`src/rtl/vga_timing_gen.sv`:
```
// Raster timing generator: four sub-cycles per pixel, pixel/line counters, and registered
// active/sync/frame flags. Each flag is derived from the next-cycle counters so that it lines up with them.
module vga_timing_gen #(
   parameter int H_ACTIVE = 640,
   parameter int H_FP     = 16,
   parameter int H_SYNC   = 96,
   parameter int H_BP     = 48,
   parameter int V_ACTIVE = 480,
   parameter int V_FP     = 10,
   parameter int V_SYNC   = 2,
   parameter int V_BP     = 33
) (
   input  logic       clk,
   input  logic       rst_n,
   output logic [1:0] pixel_state,
   output logic [9:0] pixel_counter,
   output logic [9:0] line_counter,
   output logic       active,
   output logic       hsync,
   output logic       vsync,
   output logic       frame_start
);

   localparam int H_TOTAL = H_ACTIVE + H_FP + H_SYNC + H_BP;
   localparam int V_TOTAL = V_ACTIVE + V_FP + V_SYNC + V_BP;

   localparam logic [9:0] C_H_LAST     = 10'(H_TOTAL - 1);
   localparam logic [9:0] C_V_LAST     = 10'(V_TOTAL - 1);
   localparam logic [9:0] C_H_ACTIVE   = 10'(H_ACTIVE);
   localparam logic [9:0] C_V_ACTIVE   = 10'(V_ACTIVE);
   localparam logic [9:0] C_HS_START   = 10'(H_ACTIVE + H_FP);
   localparam logic [9:0] C_HS_END     = 10'(H_ACTIVE + H_FP + H_SYNC - 1);
   localparam logic [9:0] C_VS_START   = 10'(V_ACTIVE + V_FP);
   localparam logic [9:0] C_VS_END     = 10'(V_ACTIVE + V_FP + V_SYNC - 1);

   logic [1:0] r_pixelState;
   logic [9:0] r_pixelCounter;
   logic [9:0] r_lineCounter;
   logic       r_active;
   logic       r_hsync;
   logic       r_vsync;
   logic       r_frameStart;

   logic [1:0] w_stateNext;
   logic [9:0] w_pixelNext;
   logic [9:0] w_lineNext;
   logic       w_frameWrap;
   logic       w_activeNext;
   logic       w_hsyncNext;
   logic       w_vsyncNext;

   always_comb begin
      w_stateNext = r_pixelState + 2'd1;
      w_pixelNext = r_pixelCounter;
      w_lineNext  = r_lineCounter;
      w_frameWrap = 1'b0;
      if (r_pixelState == 2'd3) begin
         if (r_pixelCounter == C_H_LAST) begin
            w_pixelNext = '0;
            if (r_lineCounter == C_V_LAST) begin
               w_lineNext  = '0;
               w_frameWrap = 1'b1;
            end else begin
               w_lineNext = r_lineCounter + 10'd1;
            end
         end else begin
            w_pixelNext = r_pixelCounter + 10'd1;
         end
      end
      w_activeNext = (w_pixelNext < C_H_ACTIVE) && (w_lineNext < C_V_ACTIVE);
      w_hsyncNext  = !((w_pixelNext >= C_HS_START) && (w_pixelNext <= C_HS_END));
      w_vsyncNext  = !((w_lineNext >= C_VS_START) && (w_lineNext <= C_VS_END));
   end

   // Reset lands on the visible origin, so active is high while syncs stay idle.
   always_ff @(posedge clk or negedge rst_n) begin
      if (!rst_n) begin
         r_pixelState   <= '0;
         r_pixelCounter <= '0;
         r_lineCounter  <= '0;
         r_active       <= 1'b1;
         r_hsync        <= 1'b1;
         r_vsync        <= 1'b1;
         r_frameStart   <= 1'b0;
      end else begin
         r_pixelState   <= w_stateNext;
         r_pixelCounter <= w_pixelNext;
         r_lineCounter  <= w_lineNext;
         r_active       <= w_activeNext;
         r_hsync        <= w_hsyncNext;
         r_vsync        <= w_vsyncNext;
         r_frameStart   <= w_frameWrap;
      end
   end

   assign pixel_state   = r_pixelState;
   assign pixel_counter = r_pixelCounter;
   assign line_counter  = r_lineCounter;
   assign active        = r_active;
   assign hsync         = r_hsync;
   assign vsync         = r_vsync;
   assign frame_start   = r_frameStart;

endmodule

```
`config.mk`:
```
export PLATFORM = sky130hd
export DESIGN_NAME = vga_timing_gen
export DESIGN_NICKNAME = d
export VERILOG_FILES = /design/src/rtl/vga_timing_gen.sv
export SDC_FILE = /design/constraint.sdc
export NUM_CORES = 1
export LEC_CHECK = 0
export CELL_PAD_IN_SITES_DETAIL_PLACEMENT = 2
export CELL_PAD_IN_SITES_GLOBAL_PLACEMENT = 2
export CORE_MARGIN = 5
export CORE_UTILIZATION = 28
export DETAILED_ROUTE_END_ITERATION = 6
export PLACE_DENSITY_LB_ADDON = 0.2
export SYNTH_ARGS = -nofsm -noshare
export SYNTH_HDL_FRONTEND = slang
export SYNTH_SLANG_ARGS = --single-unit
```
`constraint.sdc`:
```
create_clock -name clk -period 2.13 [get_ports clk]
set_clock_uncertainty 0.2 [all_clocks]
set_input_delay 0.213 -clock clk [delete_from_list [all_inputs] [get_ports clk]]
set_output_delay 0.213 -clock clk [all_outputs]
set_load 0.1 [all_outputs]
```
==> metrics.md, run 1 <==
| Metric | Value |
|---|---|
| Share of cells above drive strength 1 | `0.5330` |
| Fin crit share | `1.072` |
| Max rail drop VDD | `0.0002341 V` |
| Finish-stage setup viols | `3` |
| Final antenna-violating net count | `0` |
| Vias in the first global route | `roughly 1,600` |
| Headroom to the max-slew limit | `0.6784` |
| Run status | `finished with violations` |
| Grt ovf | `0` |
| Failing checks | `negative setup slack` |
| Htree depth | `1` |
| Cell variety after synth | `45` |
| Setup slack, reg-to-reg | `-150 ps` |
| Achievable Freq | `~440 MHz` |
| Core area | `0.005075 mm2` |
| Synth Net Count | `between 150 and 200` |
| Crit path time final | `around 2300 ps` |
| DR vias | `roughly 1,400` |
| Warnings, synthesis | `0` |
| Post-synth ARST share | `1.000` |
| Crit-path slowest cell | `or4_4` |
| DP Cell Count | `between 200 and 300` |
| CP max stage delay | `560 ps` |
| Lkg Pwr | `between 0.9 and 1 nW` |
| GRT Util Overall | `0.1675` |
| Routed length per instance | `about 19 um` |
| Reg2reg end | `vsync$_DFF_PN1_` |
| Die Ht | `82.00 um` |
| Setup WS pre-CTS | `-194.3 ps` |
| I/O pins | `28` |
| Post-synth EDFFs | `0` |
| Startpoint types | `register` |
| Most frequent cells in the layout | `58 x buf_4, 15 x dfrtp_2, 14 x nand2_1` |
| Slew Limit Fails | `0` |
| Critical path, cell by cell | `or4_4 -> o31ai_1 -> a31oi_4 -> a211oi_2 -> nand4bb_1` |
| Nets | `between 200 and 250` |
| Layout area overhead | `55.34%` |
| Kind of critical path | `reg -> reg` |
| First-pass GRT wire length | `between 8 and 9 mm` |
| Final setup TNS | `-304.4 ps` |
| Cell Area, Synth | `0.001451 mm2` |
| Drt pass-1 iters | `4` |
| Setup crit start | `line_counter[5]$_DFF_PN0_` |
| Non-Filler Instances | `about 280` |
| Die width | `between 80 and 90 um` |
| Crit. End Element | `register` |
| IO Port Bufs | `27` |
| Grt peak-use layer | `met2` |
| Crit Path Max Fanout | `4` |
| Grt met2 use | `0.3183` |
| Final Hold Fails | `0` |
| DR iter-0 viols | `22` |
| CTS tree | `yes` |
| RSZ-0062 raised after global routing | `yes` |
| Placed cell areas | `0.002043 mm2` |
| Num rows | `26` |
| Hold Path Class | `in -> async` |
| Mapped Cells | `152` |
| CTS clk-pin slew, worst paths | `approximately 100 ps` |
| ANT cells | `0` |
| Clk_lat worst skew | `between 200 and 300 ps` |
| GR Layer Usage met3 | `0.02741` |
| CTS Hold Bufs | `0` |
| Antenna violations before repair | `0` |
| Total Die Area | `0.006723 mm2` |
| Avg Inst Size Synth | `9.549 um2` |
| Number of cells on the worst reg-to-reg path | `5` |
| CP arrival | `about 2300 ps` |
| Clock Tree Root | `clkbuf_8` |
| Largest net degree at the start of global routing | `27` |
| Pwr Density | `around 400 mW/mm2` |
| Max_cap viols | `0` |
| Num CTS Buffers | `3` |
| Starting density of the core | `0.2860` |
| Longest Clk Path Bufs | `2` |
| Main synth FF type | `dfrtp_1` |
| Routed WL | `5.357 mm` |
| Post-layout util | `0.4443` |
| Vias per cell | `approximately 5.1` |
| Worst-margin pin slew | `478.3 ps` |
| Final worst setup slack | `-152.5 ps` |
| Synth Register Bits | `26` |
| FF-to-FF Start | `line_counter[5]$_DFF_PN0_` |
| Routability congestion estimate | `0.7908` |
| # DRC | `0` |
| Clk sink count | `26` |
| Met1 Use GR | `0.1953` |
| Post-DP HPWL | `3.937 mm` |
| Data required, critical path | `between 2000 and 2500 ps` |
| Final instance area | `approximately 0.0023 mm2` |
| Commonest non-fill, non-tap cell in the layout | `buf_4` |
| Sequential share of the synthesized area | `0.4509` |
cell usage after synthesis, drive strengths merged (2+ instances only):
cell    number  area [um2]
o211a        2       20.02
o21ai        8       40.03
dfrtp       23       575.6
mux2i        2       20.02
a211oi       2       15.01
nand2       14       52.55
nor4         2       12.51
or4          2       18.77
nand3       13       65.06
buf          3       15.01
inv         11       41.29
a21oi        4       20.02
dfstp        3       78.83
nor4b        2       23.77
nor3         5       36.29
or3          2       12.51
nand4        8       50.05
clkbuf       2       7.510
nor2        10       37.54
o31ai        2       15.01
xnor2        7       61.31
ha           4       50.05
xor2         3       26.28
state kept, by name, indices dropped and copies added (netlist names):
name           cells
line_counter      10
pixel_counter     10
pixel_state        2
active             1
frame_start        1
hsync              1
vsync              1
layer usage:
metal	part of all wire	wire length [um]
met4	0.0041	22
met3	0.024	131
met5	0	0
met2	0.55	2972
met1	0.42	2231
critical path, delay by kind of cell, from the launching register on:
family / cells / cell delay, ps
AND/OR/NAND/NOR: 2 / 700
flip-flops: 1 / 430
AO/OA/AOI/OAI: 3 / 870
kinds of logic after synthesis:
kind of cell,share of synthesized area
simple gates,0.2673
compound gates,0.1293
flops,0.4509
buf+inv,0.04396
xor+xnor,0.06035
fa+ha+maj,0.03448
mux,0.01379
per-stage QoR:
stage          hold slack [ps]  total power [mW]
2_1_floorplan           -282.6            0.5032
3_3_place_gp             329.2            0.5166
3_5_place_dp             330.7            0.5168
4_1_cts                  134.9            0.9273
5_1_grt                  149.4            0.9459
6_report                 119.4            0.9163
power by group:
part,switching (mW),total (mW),internal (mW),leakage (nW)
logic,0.00985,0.0127,0.00281,0.584
registers,0,0.493,0.493,0.304
clock network,0.159,0.411,0.251,0.0357
area by class of cell:
cell class	instances	area (um2)
Fill cell	560	2820
Multi-Input combinational cell	110	887.1
Sequential cell	26	699.4
Timing Repair Buffer	61	467.9
Tap cell	70	87.58
Clock buffer	3	41.29
Inverter	11	41.29
Clock inverter	1	30.03
worst max-delay path by stage:
stage	end	slack (ps)	cells after the start
6_report	vsync$_DFF_PN1_	-150	5
5_1_grt	vsync$_DFF_PN1_	-230	7
4_1_cts	vsync$_DFF_PN1_	-150	6
3_5_place_dp	vsync$_DFF_PN1_	-190	6
3_3_place_gp	vsync$_DFF_PN1_	-160	6
2_1_floorplan	active$_DFF_PN1_	-240	7
repair_timing:
item                       CTS  global route
gates resized for setup      4            11
setup buffers                0             6
pin swaps                    0             9
setup endpoints to repair    7             9
Power figures use the tool's default switching activity.
==> run 2: changes to the inputs <==
--- a/config.mk
+++ b/config.mk
@@ -9,6 +9,7 @@
 export CELL_PAD_IN_SITES_GLOBAL_PLACEMENT = 2
 export CORE_MARGIN = 5
 export CORE_UTILIZATION = 28
+export CTS_CLUSTER_DIAMETER = 200
 export DETAILED_ROUTE_END_ITERATION = 6
 export PLACE_DENSITY_LB_ADDON = 0.2
 export SYNTH_ARGS = -nofsm -noshare
==> results of run 2 <==
Final layout, timing and power as in run 1 (identical DEF).
